<file path="config.mk">
export PLATFORM = sky130hd
export DESIGN_NAME = laser500_uart_tx
export DESIGN_NICKNAME = d
export VERILOG_FILES = /design/src/rtl/laser500_uart_tx.sv
export SDC_FILE = /design/constraint.sdc
export NUM_CORES = 1
export LEC_CHECK = 0
export ABC_CLOCK_PERIOD_IN_PS = 2400
export CORE_MARGIN = 3
export CORE_UTILIZATION = 45
export CTS_CLUSTER_DIAMETER = 100
export CTS_CLUSTER_SIZE = 20
export DETAILED_ROUTE_END_ITERATION = 10
export GPL_ROUTABILITY_DRIVEN = 0
export HOLD_SLACK_MARGIN = 0.05
export PLACE_DENSITY_LB_ADDON = 0.1
export SETUP_SLACK_MARGIN = 0.5
export SYNTH_ARGS = -nofsm -noshare
export SYNTH_HDL_FRONTEND = slang
export SYNTH_SLANG_ARGS = --single-unit
</file>
<file path="constraint.sdc">
create_clock -name F14M -period 2.4 [get_ports F14M]
set_input_delay 0.72 -clock F14M [delete_from_list [all_inputs] [get_ports F14M]]
set_output_delay 0.72 -clock F14M [all_outputs]
set_load 0.02 [all_outputs]
</file>
<file path="src/rtl/laser500_uart_tx.sv">
// Purpose : 8N1 serial transmitter for the Laser 500 core, fed from a byte FIFO, drives UART_TXD.
// Latency : byte accepted into an empty FIFO while idle (cts_n low) -> UART_TXD falls 2 edges later.
// Backpr. : tx_ready drops while the FIFO holds FIFO_DEPTH bytes; cts_n high holds frames at frame start.
//
// Ports:
//   F14M        system clock, all logic on its rising edge
//   reset_n     asynchronous active-low reset (flushes FIFO, aborts frame, line high)
//   tx_data     byte to send, written when tx_valid && tx_ready
//   tx_valid    tx_data is valid this cycle
//   tx_ready    FIFO can accept a byte this cycle (registered)
//   cts_n       clear-to-send, active low, 2-flop synchronised, sampled only at frame start
//   UART_TXD    serial line, idles high (registered)
//   busy        a frame is on the line or the FIFO is non-empty (registered, aligned with UART_TXD)
//   fifo_count  bytes currently held in the FIFO
//
// Optional build macro: LASER500_UART_TX_PARITY_EN inserts an even-parity bit (8E1 framing).

module laser500_uart_tx #(
    parameter int CLK_HZ     = 14700000,
    parameter int BAUD       = 9600,
    parameter int FIFO_DEPTH = 16
) (
    input  logic                          F14M,
    input  logic                          reset_n,
    input  logic [7:0]                    tx_data,
    input  logic                          tx_valid,
    output logic                          tx_ready,
    input  logic                          cts_n,
    output logic                          UART_TXD,
    output logic                          busy,
    output logic [$clog2(FIFO_DEPTH):0]   fifo_count
);

    localparam int DIV = (CLK_HZ + BAUD / 2) / BAUD;
    localparam int CW  = (DIV > 1) ? $clog2(DIV) : 1;
    localparam int AW  = $clog2(FIFO_DEPTH);
    localparam int NW  = AW + 1;

    localparam logic [CW-1:0] CNT_RELOAD = CW'(DIV - 1);

`ifdef LASER500_UART_TX_PARITY_EN
    typedef enum logic [2:0] {IDLE, START, DATA, PARITY, STOP} state_t;
`else
    typedef enum logic [1:0] {IDLE, START, DATA, STOP} state_t;
`endif

    state_t         state_q, state_d;
    logic [CW-1:0]  cnt_q, cnt_d;
    logic [2:0]     idx_q, idx_d;
    logic [7:0]     shift_q, shift_d;
    logic           txd_q, txd_d;
    logic           busy_q, busy_d;
`ifdef LASER500_UART_TX_PARITY_EN
    logic           par_q, par_d;
`endif

    logic [7:0]     mem_q [FIFO_DEPTH];
    logic [AW-1:0]  wr_ptr_q, wr_ptr_d;
    logic [AW-1:0]  rd_ptr_q, rd_ptr_d;
    logic [NW-1:0]  count_q, count_d;
    logic           ready_q, ready_d;

    logic           cts_s1_q, cts_s2_q;

    logic           push, pop, can_start, bit_end;
    logic [7:0]     head;

    // ------------------------------------------------------------------
    // cts_n synchroniser; resets to "not clear" so nothing starts early
    // ------------------------------------------------------------------
    always_ff @(posedge F14M or negedge reset_n) begin
        if (!reset_n) begin
            cts_s1_q <= 1'b1;
            cts_s2_q <= 1'b1;
        end else begin
            cts_s1_q <= cts_n;
            cts_s2_q <= cts_s1_q;
        end
    end

    // ------------------------------------------------------------------
    // FIFO control. A write is gated by the registered ready, so a full
    // FIFO refuses the byte even when the FSM pops on the same edge.
    // ------------------------------------------------------------------
    assign push      = tx_valid && ready_q;
    assign head      = mem_q[rd_ptr_q];
    assign can_start = (count_q != '0) && !cts_s2_q;
    assign bit_end   = (cnt_q == '0);

    always_comb begin
        wr_ptr_d = push ? wr_ptr_q + AW'(1) : wr_ptr_q;
        rd_ptr_d = pop  ? rd_ptr_q + AW'(1) : rd_ptr_q;
        case ({push, pop})
            2'b10:   count_d = count_q + NW'(1);
            2'b01:   count_d = count_q - NW'(1);
            default: count_d = count_q;
        endcase
        ready_d = (count_d < NW'(FIFO_DEPTH));
    end

    always_ff @(posedge F14M) begin
        if (push) begin
            mem_q[wr_ptr_q] <= tx_data;
        end
    end

    always_ff @(posedge F14M or negedge reset_n) begin
        if (!reset_n) begin
            wr_ptr_q <= '0;
            rd_ptr_q <= '0;
            count_q  <= '0;
            ready_q  <= 1'b1;
        end else begin
            wr_ptr_q <= wr_ptr_d;
            rd_ptr_q <= rd_ptr_d;
            count_q  <= count_d;
            ready_q  <= ready_d;
        end
    end

    // ------------------------------------------------------------------
    // Frame FSM. The bit counter reloads to DIV-1 on entry to every bit
    // and the bit ends on the cycle it reads zero, giving DIV cycles.
    // ------------------------------------------------------------------
    always_comb begin
        state_d = state_q;
        cnt_d   = bit_end ? cnt_q : cnt_q - CW'(1);
        idx_d   = idx_q;
        shift_d = shift_q;
        pop     = 1'b0;
`ifdef LASER500_UART_TX_PARITY_EN
        par_d   = par_q;
`endif

        case (state_q)
            IDLE: begin
                if (can_start) begin
                    pop     = 1'b1;
                    shift_d = head;
`ifdef LASER500_UART_TX_PARITY_EN
                    par_d   = ^head;
`endif
                    cnt_d   = CNT_RELOAD;
                    state_d = START;
                end
            end
            START: begin
                if (bit_end) begin
                    idx_d   = 3'd0;
                    cnt_d   = CNT_RELOAD;
                    state_d = DATA;
                end
            end
            DATA: begin
                if (bit_end) begin
                    shift_d = {1'b0, shift_q[7:1]};
                    idx_d   = idx_q + 3'd1;
                    cnt_d   = CNT_RELOAD;
                    if (idx_q == 3'd7) begin
`ifdef LASER500_UART_TX_PARITY_EN
                        state_d = PARITY;
`else
                        state_d = STOP;
`endif
                    end
                end
            end
`ifdef LASER500_UART_TX_PARITY_EN
            PARITY: begin
                if (bit_end) begin
                    cnt_d   = CNT_RELOAD;
                    state_d = STOP;
                end
            end
`endif
            STOP: begin
                // Chain straight into the next start bit when allowed, no idle gap.
                if (bit_end) begin
                    if (can_start) begin
                        pop     = 1'b1;
                        shift_d = head;
`ifdef LASER500_UART_TX_PARITY_EN
                        par_d   = ^head;
`endif
                        cnt_d   = CNT_RELOAD;
                        state_d = START;
                    end else begin
                        state_d = IDLE;
                    end
                end
            end
            default: begin
                state_d = IDLE;
            end
        endcase
    end

    // Line and busy are registered from the current state so both move
    // together one edge behind the FSM.
    always_comb begin
        case (state_q)
            START:   txd_d = 1'b0;
            DATA:    txd_d = shift_q[0];
`ifdef LASER500_UART_TX_PARITY_EN
            PARITY:  txd_d = par_q;
`endif
            default: txd_d = 1'b1;
        endcase
        busy_d = (state_q != IDLE) || (count_q != '0);
    end

    always_ff @(posedge F14M or negedge reset_n) begin
        if (!reset_n) begin
            state_q <= IDLE;
            cnt_q   <= '0;
            idx_q   <= 3'd0;
            shift_q <= 8'h00;
            txd_q   <= 1'b1;
            busy_q  <= 1'b0;
`ifdef LASER500_UART_TX_PARITY_EN
            par_q   <= 1'b0;
`endif
        end else begin
            state_q <= state_d;
            cnt_q   <= cnt_d;
            idx_q   <= idx_d;
            shift_q <= shift_d;
            txd_q   <= txd_d;
            busy_q  <= busy_d;
`ifdef LASER500_UART_TX_PARITY_EN
            par_q   <= par_d;
`endif
        end
    end

    assign tx_ready   = ready_q;
    assign UART_TXD   = txd_q;
    assign busy       = busy_q;
    assign fifo_count = count_q;

endmodule
</file>
==> results of run 1 <==
## state kept, by name, summed over array words and instances, names as in the netlist, named ones only
register and count:
tx_ready 1, rd_ptr_q 4, UART_TXD 1, cnt_q 11, shift_q 8, wr_ptr_q 4, fifo_count 4, state_q 2
idx_q 3, cts_s1_q 1, busy 1, cts_s2_q 1, mem_q 128
## cell usage after synthesis (2+ instances only)
cell type | number | area, µm²
edfxtp_1 | 128 | 3844
dfrtp_1 | 38 | 950.9
mux4_2 | 32 | 720.7
a21oi_1 | 25 | 125.1
nor2_1 | 25 | 93.84
ha_1 | 19 | 237.7
nand2_1 | 19 | 71.32
inv_1 | 18 | 67.56
a22oi_1 | 15 | 112.6
xnor2_1 | 15 | 131.4
clkbuf_1 | 12 | 45.04
o21ai_0 | 11 | 55.05
nor3_1 | 9 | 45.04
a211oi_1 | 7 | 52.55
buf_2 | 5 | 25.02
dfstp_2 | 4 | 105.1
a21o_1 | 3 | 22.52
nand2b_1 | 3 | 18.77
nand4_1 | 3 | 18.77
xor2_1 | 3 | 26.28
a311oi_1 | 2 | 17.52
a32o_1 | 2 | 20.02
and2_1 | 2 | 12.51
buf_1 | 2 | 7.510
mux2_2 | 2 | 22.52
mux2i_1 | 2 | 20.02
nand3_1 | 2 | 10.01
nor2b_1 | 2 | 12.51
o21a_1 | 2 | 15.01
or4_1 | 2 | 15.01
## layout make-up
class                   count  area share, %
clock buffers              17          4.518
clock inverters            15          1.608
inverters                  19         0.8106
multi-input cells         228          27.20
flip-flops and latches    170          52.05
well taps                 211          2.804
repair buffers            107          11.00
## per-stage QoR
stage | setup TNS [ns] | hold slack, ns
2_1_floorplan | -0.6372 | 0.3452
3_3_place_gp | -0.8667 | 0.3461
3_5_place_dp | -1.100 | 0.3533
4_1_cts | -0.3295 | 0.3521
5_1_grt | -0.6264 | 0.3639
6_report | -0.2074 | 0.3367
## worst reg2reg max path, stage by stage (launching register included)
cell	delay, ns
dfrtp_1	0.39
inv_2	0.08
ha_4	0.12
nor4b_4	0.21
a41oi_2	0.19
nor3_4	0.22
ha_4	0.18
buf_6	0.11
ha_4	0.20
a21o_1	0.16
a21oi_2	0.13
xnor2_1	0.13
nand2b_1	0.12
xnor2_1	0.18
## placed cells by master (no fill, tap or decap), types with 3 or more instances in the layout
cell type,instances
edfxtp_1,128
nor2_2,4
buf_4,65
a21o_1,3
buf_12,11
dfstp_2,4
buf_2,3
nor2_1,20
ha_4,6
a22oi_2,8
nor4_4,3
buf_6,15
a211oi_2,3
xnor2_1,13
ha_1,13
a22oi_1,7
clkdlybuf4s50_1,10
dfrtp_1,37
a211oi_4,4
xor2_1,3
nor3_4,3
o21ai_1,5
a21oi_1,10
nand4_1,3
mux4_2,32
nor3_1,4
nor3_2,3
o21ai_0,3
nand2_1,14
clkbuf_16,18
inv_8,5
inv_1,16
inv_6,5
nand2b_1,3
nand2_2,3
a21oi_2,15
## per-layer routing
metal | track usage [%] | up-vias
li1 | - | 1902
met1 | 24.80 | 2132
met2 | 27.22 | 70
met3 | 4.198 | 19
met4 | 5.543 | 0
met5 | 0 | -
## power groups by stage
stage               registers, µW  logic [µW]  clock network, µW
floorplan                    4090        2520                  0
global placement             4070        3920                  0
detailed placement           4090        3990                  0
CTS                          4040        4350               2750
global route                 4140        5660               2880
finish                       4090        5230               2690
## cells by family (layout without fill, tap and decap cells)
| kind of cell | Yosys count | count (layout) | synth area share, % |
|---|---|---|---|
| adder cells (fa/ha/maj) | 20 | 20 | 3.605 |
| AO/OA/AOI/OAI | 77 | 77 | 7.034 |
| flip-flops | 170 | 170 | 68.52 |
| XOR/XNOR | 18 | 18 | 2.205 |
| multiplexers | 36 | 36 | 10.67 |
| AND/OR/NAND/NOR | 77 | 77 | 5.757 |
| buffers and inverters | 39 | 158 | 2.205 |
## how the worst max path moves through the flow
stage,cells after the start,start,slack [ns],to
CTS,13,cnt_q[1],-0.15,flip-flop
global placement,10,tx_valid,-0.32,flip-flop
finish,13,cnt_q[0],-0.1,tx_ready
floorplan,12,cnt_q[0],-0.23,flip-flop
detailed placement,10,tx_valid,-0.37,tx_ready
global route,13,cnt_q[0],-0.25,flip-flop
## what timing repair did
item / in CTS / in global routing
setup endpoints to repair: 38 / 89
pin swaps: 13 / 35
endpoints found under the hold margin: 0 / 0
resized for setup: 56 / 80
cloned: 0 / 1
buffers inserted: 13 / 17
==> impl_results.md, run 1 <==
* Sink Count at between 150 and 200
* Ys async rst share at approximately 25%
* Post-synth top flop: edfxtp_1
* Comb power frac at between 40% and 50%
* Diode count at 0
* DP Area at 8097 µm²
* Syn avg cell area at around 16 µm²
* Total iterations of the first detailed-routing run at 5
* Clock network fraction of design power at around 22%
* Final Core Density at between 60% and 70%
* DP Cell Count at 704
* Ports at 20
* Fin crit period at roughly 2.5 ns
* CP bufs+invs at 2
* Largest net degree at the start of global routing at 35
* Leak at ~0.0034 µW
* Area growth, synth to finish at 31.67%
* Synth Cell Area at ~7200 µm²
* Fillers at around 1.1k
* Setup ws final at -0.09709 ns
* Unrepaired setup endpoints after global routing: yes
* Kind of critical path: flip-flop to flip-flop
* Crit path max fanout at 3
* Share of cells above drive strength 1 at 43.17%
* Reg2reg start: cnt_q[0]
* Switching Share at between 30% and 40%
* Crit path launch type: flip-flop
* Final setup fails at 3
* YS warnings at 0
* DP HPWL at approximately 9.4 mm
* Slowest CP cell: dfrtp_1
* Initial Util at between 40 and 50%
* Failing checks: setup timing
* CTS buffer count at 17
* Final nets at between 500 and 600
* Final Hold Fails at 0
* Core ar. at 15,370 µm²
* Final wirelength at 14.83 mm
* Met2 WL at ~7.4 mm
* Vias in the first global route at roughly 4.1k
* Total gr overflow at 0
* H-tree Lvls at 4
* PortBufs at 19
* Hold buffers post-CTS at 0
* Worst slack at placement at -0.3704 ns
* Hold Path Class: input port to asynchronous set/reset pin
* Internal power at 7802 µW
* Max-Cap Viols at 0
* Max-slew violations at 0
* PD cells at about 1300 nW/µm²
* Wl on met1 at between 6 and 7 mm
* Clock Skew at around 0.011 ns
* Worst-path clk slew at about 0.070 ns
* Cell Chain, Critical Path: inv_2, ha_4, nor4b_4, a41oi_2, nor3_4, ha_4, buf_6, ha_4, a21o_1, a21oi_2, xnor2_1, nand2b_1, xnor2_1
* TritonCTS clock tree: done
* Final instance area at about 9400 µm²
* Tot Pwr at between 10,000 and 15,000 µW
* Sequential power share at roughly a third
* Total die area at 17,440 µm²
* Reg2reg path depth at 13
* Global-route usage over all layers at about 18%
* Via count at approximately 4.1k
* Post-route DRC at 0
* Clock Latency Late Sink at around 0.43 ns
* Switch Pwr at ~4200 µW
* Seq cells post-synth at 170
* Met3 WL at roughly 480 µm
* Clock buffer depth at 2
* Root Buffer: clkbuf_16
* CP Capture Type: flip-flop
* R2r setup slk at -0.1 ns
* Mapped Cells at roughly 440
* Final Non-Filler Cells at 767
* Wire per inst at between 15 and 20 µm
* Final ANT Viol Nets at 0
* Sequential share of the synthesized area at between 60% and 70%
* Via-to-Cell Ratio at 5.375
* R2r endpoint: tx_ready
* FP Rows at 45
* DR top layer: met4
* Final Cycle Share at 104.0%
* Crit-path leading delay family: simple AND/OR/NAND/NOR gates
* Slew @ Worst Pin at about 0.76 ns
* FF/Latch Area at around 5000 µm²
* Initial DRC count at about 270
* Die width at between 100 and 150 µm
* Die height at ~130 µm
* Max-Slew Margin vs Limit at 49.09%
* Antenna violations before repair at 0
* Post-synthesis net count at 469
* Netlist cell types at 53
* VDD IR max at around 590 µV
* Max Fclk at 0.4005 GHz
* Post-synth EDFFs at 128
* Area of the multi-input gates at about 2600 µm²
* Most used cell along the critical path: ha_4
* First-pass GRT wire length at approximately 23 mm
* Critical path's largest stage delay at between 0.3 and 0.4 ns
* CP required at 2.75 ns
* CP arrival at 2.84 ns
* Status: finished with violations
No activity file was read; power rests on OpenSTA's default activity.
==> run 2: changes to the inputs <==
Settings changed: CORE_UTILIZATION 45 to 55.
==> run 2 against run 1 <==
Compared with the run above: the flow still finishes with violations (setup timing); global-route usage is 5.7 points higher; routed wire length grew 5.6%; first-iteration DRC count grew 54%; core utilization increased by 13 points; worst setup slack worse by 0.039 ns; design area unchanged; total power grew 1.8%; sequential cell count is the same; die area is 17% lower; largest cell class unchanged.
==> impl_results.md, run 2 (synthesized netlist as in run 1, its figures left out) <==
* Status: finished with violations
* Failing checks: setup timing
* Final Non-Filler Cells at 729 (-5.0%)
* FP Rows at 41 (-8.9%)
* Vias in the first global route at 4,379 (+6.0%)
* Max-Slew Margin vs Limit at 41.96% (-7.1 points)
* Final Hold Fails at 0 (unchanged)
* DP HPWL at 9.339 mm (-0.24%)
* Max-Cap Viols at 0 (unchanged)
* Slew @ Worst Pin at 0.8673 ns (+0.1066 ns)
* Total gr overflow at 0 (unchanged)
* H-tree Lvls at 4 (unchanged)
* Via-to-Cell Ratio at 5.881 (+9.4%)
* Antenna violations before repair at 0 (unchanged)
* Final nets at 576 (+0.17%)
* Final setup fails at 3 (unchanged)
* CTS buffer count at 17 (unchanged)
* Hold Path Class: input port to asynchronous set/reset pin
* Total iterations of the first detailed-routing run at 5 (unchanged)
* Leak at 0.003400 µW (+0.57%)
* Clock buffer depth at 2 (unchanged)
* Area of the multi-input gates at 2536 µm² (-0.98%)
* Unrepaired setup endpoints after global routing: yes
* Final Cycle Share at 105.7% (+1.6 points)
* Crit path launch type: flip-flop
* Largest net degree at the start of global routing at 33 (-5.7%)
* Hold buffers post-CTS at 0 (unchanged)
* Share of cells above drive strength 1 at 43.09% (-0.077 points)
* PortBufs at 19 (unchanged)
* Global-route usage over all layers at 23.28% (+5.7 points)
* Max Fclk at 0.3943 GHz (-1.5%)
* PD cells at 1298 nW/µm² (+1.8%)
* Wire per inst at 21.48 µm (+11%)
* Slowest CP cell: dfrtp_1
* Via count at 4,287 (+4.0%)
* CP required at 2.71 ns (-0.04 ns)
* Root Buffer: clkbuf_16
* Fin crit period at 2.536 ns (+0.03904 ns)
* Die height at 120.0 µm (-9.1%)
* Biggest register: mem_q
* Cell Chain, Critical Path: inv_2, ha_4, nor4b_4, a41oi_2, nor3_4, ha_4, buf_6, buf_6, ha_4, a21o_1, a21oi_2, xor2_1, o21ai_1
* FF/Latch Area at 4901 µm² (unchanged)
* Die width at 120.0 µm (-9.1%)
* Setup ws final at -0.1361 ns (-0.03904 ns)
* CP arrival at 2.84 ns (about the same)
* Max FFs per register at 128 (unchanged)
* CP Capture Type: flip-flop
* Ports at 20 (unchanged)
* Post-route DRC at 0 (unchanged)
* Area growth, synth to finish at 31.67% (unchanged)
* Kind of critical path: flip-flop to flip-flop
* Worst-path clk slew at 0.07 ns (about the same)
* VDD IR max at 688.4 µV (+16%)
* CP bufs+invs at 3 (+1)
* Critical path's largest stage delay at 0.40 ns (about the same)
* Total die area at 14,400 µm² (-17%)
* Largest registers: mem_q (128), cnt_q (11), shift_q (8)
* Clock Skew at 0.01045 ns (-0.0003562 ns)
* Sink Count at 170 (unchanged)
* TritonCTS clock tree: done
* Commonest non-fill, non-tap cells in the layout: edfxtp_1, buf_4, dfrtp_1, mux4_2, nor2_1
* Core ar. at 12,670 µm² (-18%)
* DP Cell Count at 665 (-5.5%)
* Worst slack at placement at -0.3676 ns (+0.002737 ns)
* Post-Route Setup TNS at -0.3764 ns (-0.1689 ns)
* Initial DRC count at 420 (+54%)
* Crit-path leading delay family: compound AO/OA/AOI/OAI gates
* Crit path max fanout at 3 (unchanged)
* Final ANT Viol Nets at 0 (unchanged)
* Fillers at 785 (-32%)
* Most used cell along the critical path: ha_4
* Final Core Density at 74.31% (+13 points)
* First-pass GRT wire length at 24.55 mm (+4.9%)
* Initial Util at 56.43% (+9.9 points)
* Final wirelength at 15.66 mm (+5.6%)
* Leading cell type in the layout, fill and taps excluded: edfxtp_1
* Max-slew violations at 0 (unchanged)
* Diode count at 0 (unchanged)
* Clock Latency Late Sink at 0.43 ns (about the same)
run 2: worst paths after layout:
path,startpoint,to,slack [ns],cells after the start
worst max-delay path,cnt_q[1],fifo_count[3],-0.14,13
worst min-delay path,reset_n,shift_q[5],0.16,1
worst max register to register,cnt_q[1],fifo_count[3],-0.14,13
worst min register to register,cts_s1_q,cts_s2_q,0.36,0
max in group asynchronous,reset_n,tx_ready,1.70,2
min in group F14M,cts_s1_q,cts_s2_q,0.36,0
run 2: power breakdown:
group / switching [µW] / internal, µW
Combinational: 2620 / 2670
Clock: 1240 / 1600
Sequential: 390 / 3690
Total: 4250 / 7960
run 2: through the flow:
step	area (µm²)	hold WS, ns	power, µW
floorplan	7234	0.3452	6613
global placement	8048	0.3472	7942
detailed placement	8048	0.3488	8063
CTS	9235	0.1555	11890
global route	9415	0.1589	12860
finish	9415	0.1641	12220
run 2: repair_timing:
action,4_1_cts,5_1_grt
pin swaps,49,20
endpoints found under the hold margin,0,0
endpoints found under the setup margin,63,38
buffers inserted,22,6
cloned,4,0
resized for setup,97,29
run 2: worst register-to-register path, stage by stage (launching register included):
cell	delay (ns)
dfrtp_1	0.40
inv_2	0.10
ha_4	0.12
nor4b_4	0.22
a41oi_2	0.20
nor3_4	0.21
ha_4	0.18
buf_6	0.11
buf_6	0.10
ha_4	0.19
a21o_1	0.17
a21oi_2	0.15
xor2_1	0.17
o21ai_1	0.09
run 2: area by class of cell:
cell class	instances	area share, %
well taps	172	2.286
repair buffers	107	11.30
inverters	19	0.7841
clock inverters	15	2.126
clock buffers	17	4.518
multi-input cells	229	26.94
flip-flops and latches	170	52.05
run 2: per-layer routing:
layer	wire length [µm]	vias up	track usage [%]
met4	185	0	6.013
met2	7894	141	37.16
met5	0	-	0
met3	970	19	5.749
li1	-	1928	-
met1	6612	2199	32.67
==> run 3: changes to the inputs <==
Settings changed: PLACE_DENSITY set to 0.84, PLACE_DENSITY_LB_ADDON 0.1 to unset.
==> run 3 against run 2 <==
Compared with the run above: the run still ends with setup timing left; sequential cell count stayed put; total power is 4.2% higher; maximum frequency is 7.7% lower; worst setup slack worse by 0.21 ns; sequential power is 2% higher; routed wire length is 21% higher; count of clock-buffer cells in the layout stayed put; first-iteration DRC count is 24% higher; critical path depth is 1 higher; clock power is 6% lower; non-clock buffer count is 21 higher; critical endpoint unchanged.
==> impl_results.md, run 3 (synthesized netlist as in run 1, its figures left out) <==
* Core ar. at 12,670 µm² (unchanged)
* Max-Slew Margin vs Limit at 44.61% (+2.6 points)
* Crit path max fanout at 4 (+1)
* Largest registers: mem_q (128), cnt_q (11), shift_q (8)
* Worst hold slack at 0.1469 ns (-0.01730 ns)
* Initial Util at 56.43% (unchanged)
* Total iterations of the first detailed-routing run at 5 (unchanged)
* Final Non-Filler Cells at 750 (+2.9%)
* Total gr overflow at 0 (unchanged)
* Via-to-Cell Ratio at 6.232 (+6.0%)
* First-pass GRT wire length at 26.42 mm (+7.6%)
* VDD IR max at 764.4 µV (+11%)
* Share of cells above drive strength 1 at 49.65% (+6.6 points)
* Final setup fails at 8 (+5)
* R2r setup slk at -0.35 ns (-0.21 ns)
* Clock Latency Late Sink at 0.43 ns (about the same)
* Total die area at 14,400 µm² (unchanged)
* R2r endpoint: fifo_count[3]
* Antenna violations before repair at 0 (unchanged)
* Unrepaired setup endpoints after global routing: yes
* Commonest non-fill, non-tap cells in the layout: edfxtp_1, buf_4, dfrtp_1, mux4_2, buf_6
* Leading cell type in the layout, fill and taps excluded: edfxtp_1
* PD cells at 1319 nW/µm² (+1.6%)
* Post-route DRC at 0 (unchanged)
* Clock buffer depth at 2 (unchanged)
* Leak at 0.003520 µW (+3.5%)
* Status: finished with violations
* Slew @ Worst Pin at 0.8278 ns (-0.03954 ns)
* Max Fclk at 0.3641 GHz (-7.7%)
* Fillers at 651 (-17%)
* Global-route usage over all layers at 24.90% (+1.6 points)
* Sink Count at 170 (unchanged)
* Die height at 120.0 µm (unchanged)
* FP Rows at 41 (unchanged)
* Final wirelength at 18.91 mm (+21%)
* Kind of critical path: flip-flop to flip-flop
* Reg2reg start: cnt_q[1]
* Die width at 120.0 µm (unchanged)
* Hold Path Class: input port to asynchronous set/reset pin
* Crit-path leading delay family: buffers and inverters
* Max-slew violations at 0 (unchanged)
* Ports at 20 (unchanged)
* Final Cycle Share at 114.4% (+8.8 points)
* Biggest register: mem_q
* Cell Chain, Critical Path: inv_2, ha_4, nor4b_4, a41oi_2, nor3_4, ha_4, buf_6, ha_4, buf_4, buf_6, buf_6, a21oi_4, xor2_1, o21ai_1
* Vias in the first global route at 4,767 (+8.9%)
* Setup ws final at -0.3466 ns (-0.2105 ns)
* H-tree Lvls at 4 (unchanged)
* CP Depth at 14 (+1)
* CTS buffer count at 17 (unchanged)
* CP bufs+invs at 5 (+2)
* CP Capture Type: flip-flop
* Worst slack at placement at -0.4379 ns (-0.07023 ns)
* Largest net degree at the start of global routing at 35 (+6.1%)
* Diode count at 0 (unchanged)
* Clock Skew at 0.01158 ns (+0.001129 ns)
* Worst-path clk slew at 0.07 ns (about the same)
* Final Core Density at 76.17% (+1.9 points)
* Max-Cap Viols at 0 (unchanged)
* Post-Route Setup TNS at -1.270 ns (-0.8939 ns)
* CP arrival at 3.05 ns (+0.21 ns)
* Failing checks: setup timing
* Via count at 4,674 (+9.0%)
* Area growth, synth to finish at 34.98%
* CP required at 2.70 ns (about the same)
* PortBufs at 19 (unchanged)
* TritonCTS clock tree: done
* Critical path's largest stage delay at 0.39 ns (about the same)
* Root Buffer: clkbuf_16
* Reg2reg path depth at 14 (+1)
* Max FFs per register at 128 (unchanged)
* Initial DRC count at 521 (+24%)
* Fin crit period at 2.747 ns (+0.2105 ns)
* DP Cell Count at 662 (-0.45%)
* Wire per inst at 25.22 µm (+17%)
* DP HPWL at 9.491 mm (+1.6%)
* Slowest CP cell: dfrtp_1
* Crit path launch type: flip-flop
* Final Hold Fails at 0 (unchanged)
* Final nets at 597 (+3.6%)
* Final ANT Viol Nets at 0 (unchanged)
[run 3: cell types whose count changed in the layout (fill, tap and decap cells not counted), moves of 5 or more]
| cell | previous run | this run |
|---|---|---|
| nand2_1 | 17 | 10 |
| buf_4 | 59 | 75 |
| nand2_2 | 2 | 8 |
| nor2_2 | 3 | 9 |
| nor2_1 | 20 | 15 |
| buf_6 | 15 | 26 |
[run 3: report_power, final]
part           leakage (µW)  internal (µW)  switching, µW  total, µW
Sequential          0.00166           3690            454       4150
Clock              0.000281           1450           1230       2680
Combinational       0.00158           2890           3000       5900
[run 3: area by class of cell]
type	instances	area (µm²)	share of cell area, %
clock inverter	15	137.6	1.426
timing repair buffer	128	1222	12.67
sequential	170	4901	50.78
multi-input combinational	229	2676	27.73
clock buffer	17	425.4	4.408
tap	172	215.2	2.230
inverter	19	73.82	0.7648
[run 3: per-stage QoR]
| stage | total power [µW] | instance area [µm²] |
|---|---|---|
| 4_1_cts | 11640 | 9189 |
| 6_report | 12730 | 9652 |
| 2_1_floorplan | 6613 | 7234 |
| 5_1_grt | 13240 | 9652 |
| 3_3_place_gp | 7764 | 8025 |
| 3_5_place_dp | 7985 | 8025 |
[run 3: timing repair]
| item | 4_1_cts | 5_1_grt |
|---|---|---|
| endpoints found under the setup margin | 71 | 141 |
| gates resized for setup | 101 | 77 |
| hold buffers | 0 | 0 |
| pin swaps | 32 | 39 |
| hold endpoints to repair | 0 | 0 |
| cloned | 2 | 0 |
| buffers inserted | 34 | 20 |
[run 3: per-layer routing]
layer	part of all wire, %	GRT usage [%]	wire length, µm	up-vias
met5	0	0	0	-
met4	4.2	10.52	789	0
met3	5.6	5.184	1059	69
met2	53	43.91	10090	244
met1	37	29.79	6976	2397
li1	-	-	-	1964
[run 3: worst max-delay path by stage]
stage	from	end
6_report	cnt_q[1]	fifo_count[3]
5_1_grt	cnt_q[0]	tx_ready
4_1_cts	cnt_q[0]	flip-flop
3_5_place_dp	tx_valid	flip-flop
3_3_place_gp	tx_valid	flip-flop
2_1_floorplan	cnt_q[0]	flip-flop
[run 3: worst reg2reg max path, delay by kind of cell, from the launching register on]
| kind | cells | cell delay (ns) |
|---|---|---|
| compound gates | 3 | 0.45 |
| simple gates | 2 | 0.52 |
| fa+ha+maj | 3 | 0.50 |
| xor+xnor | 1 | 0.20 |
| buf+inv | 5 | 0.56 |
| flops | 1 | 0.39 |
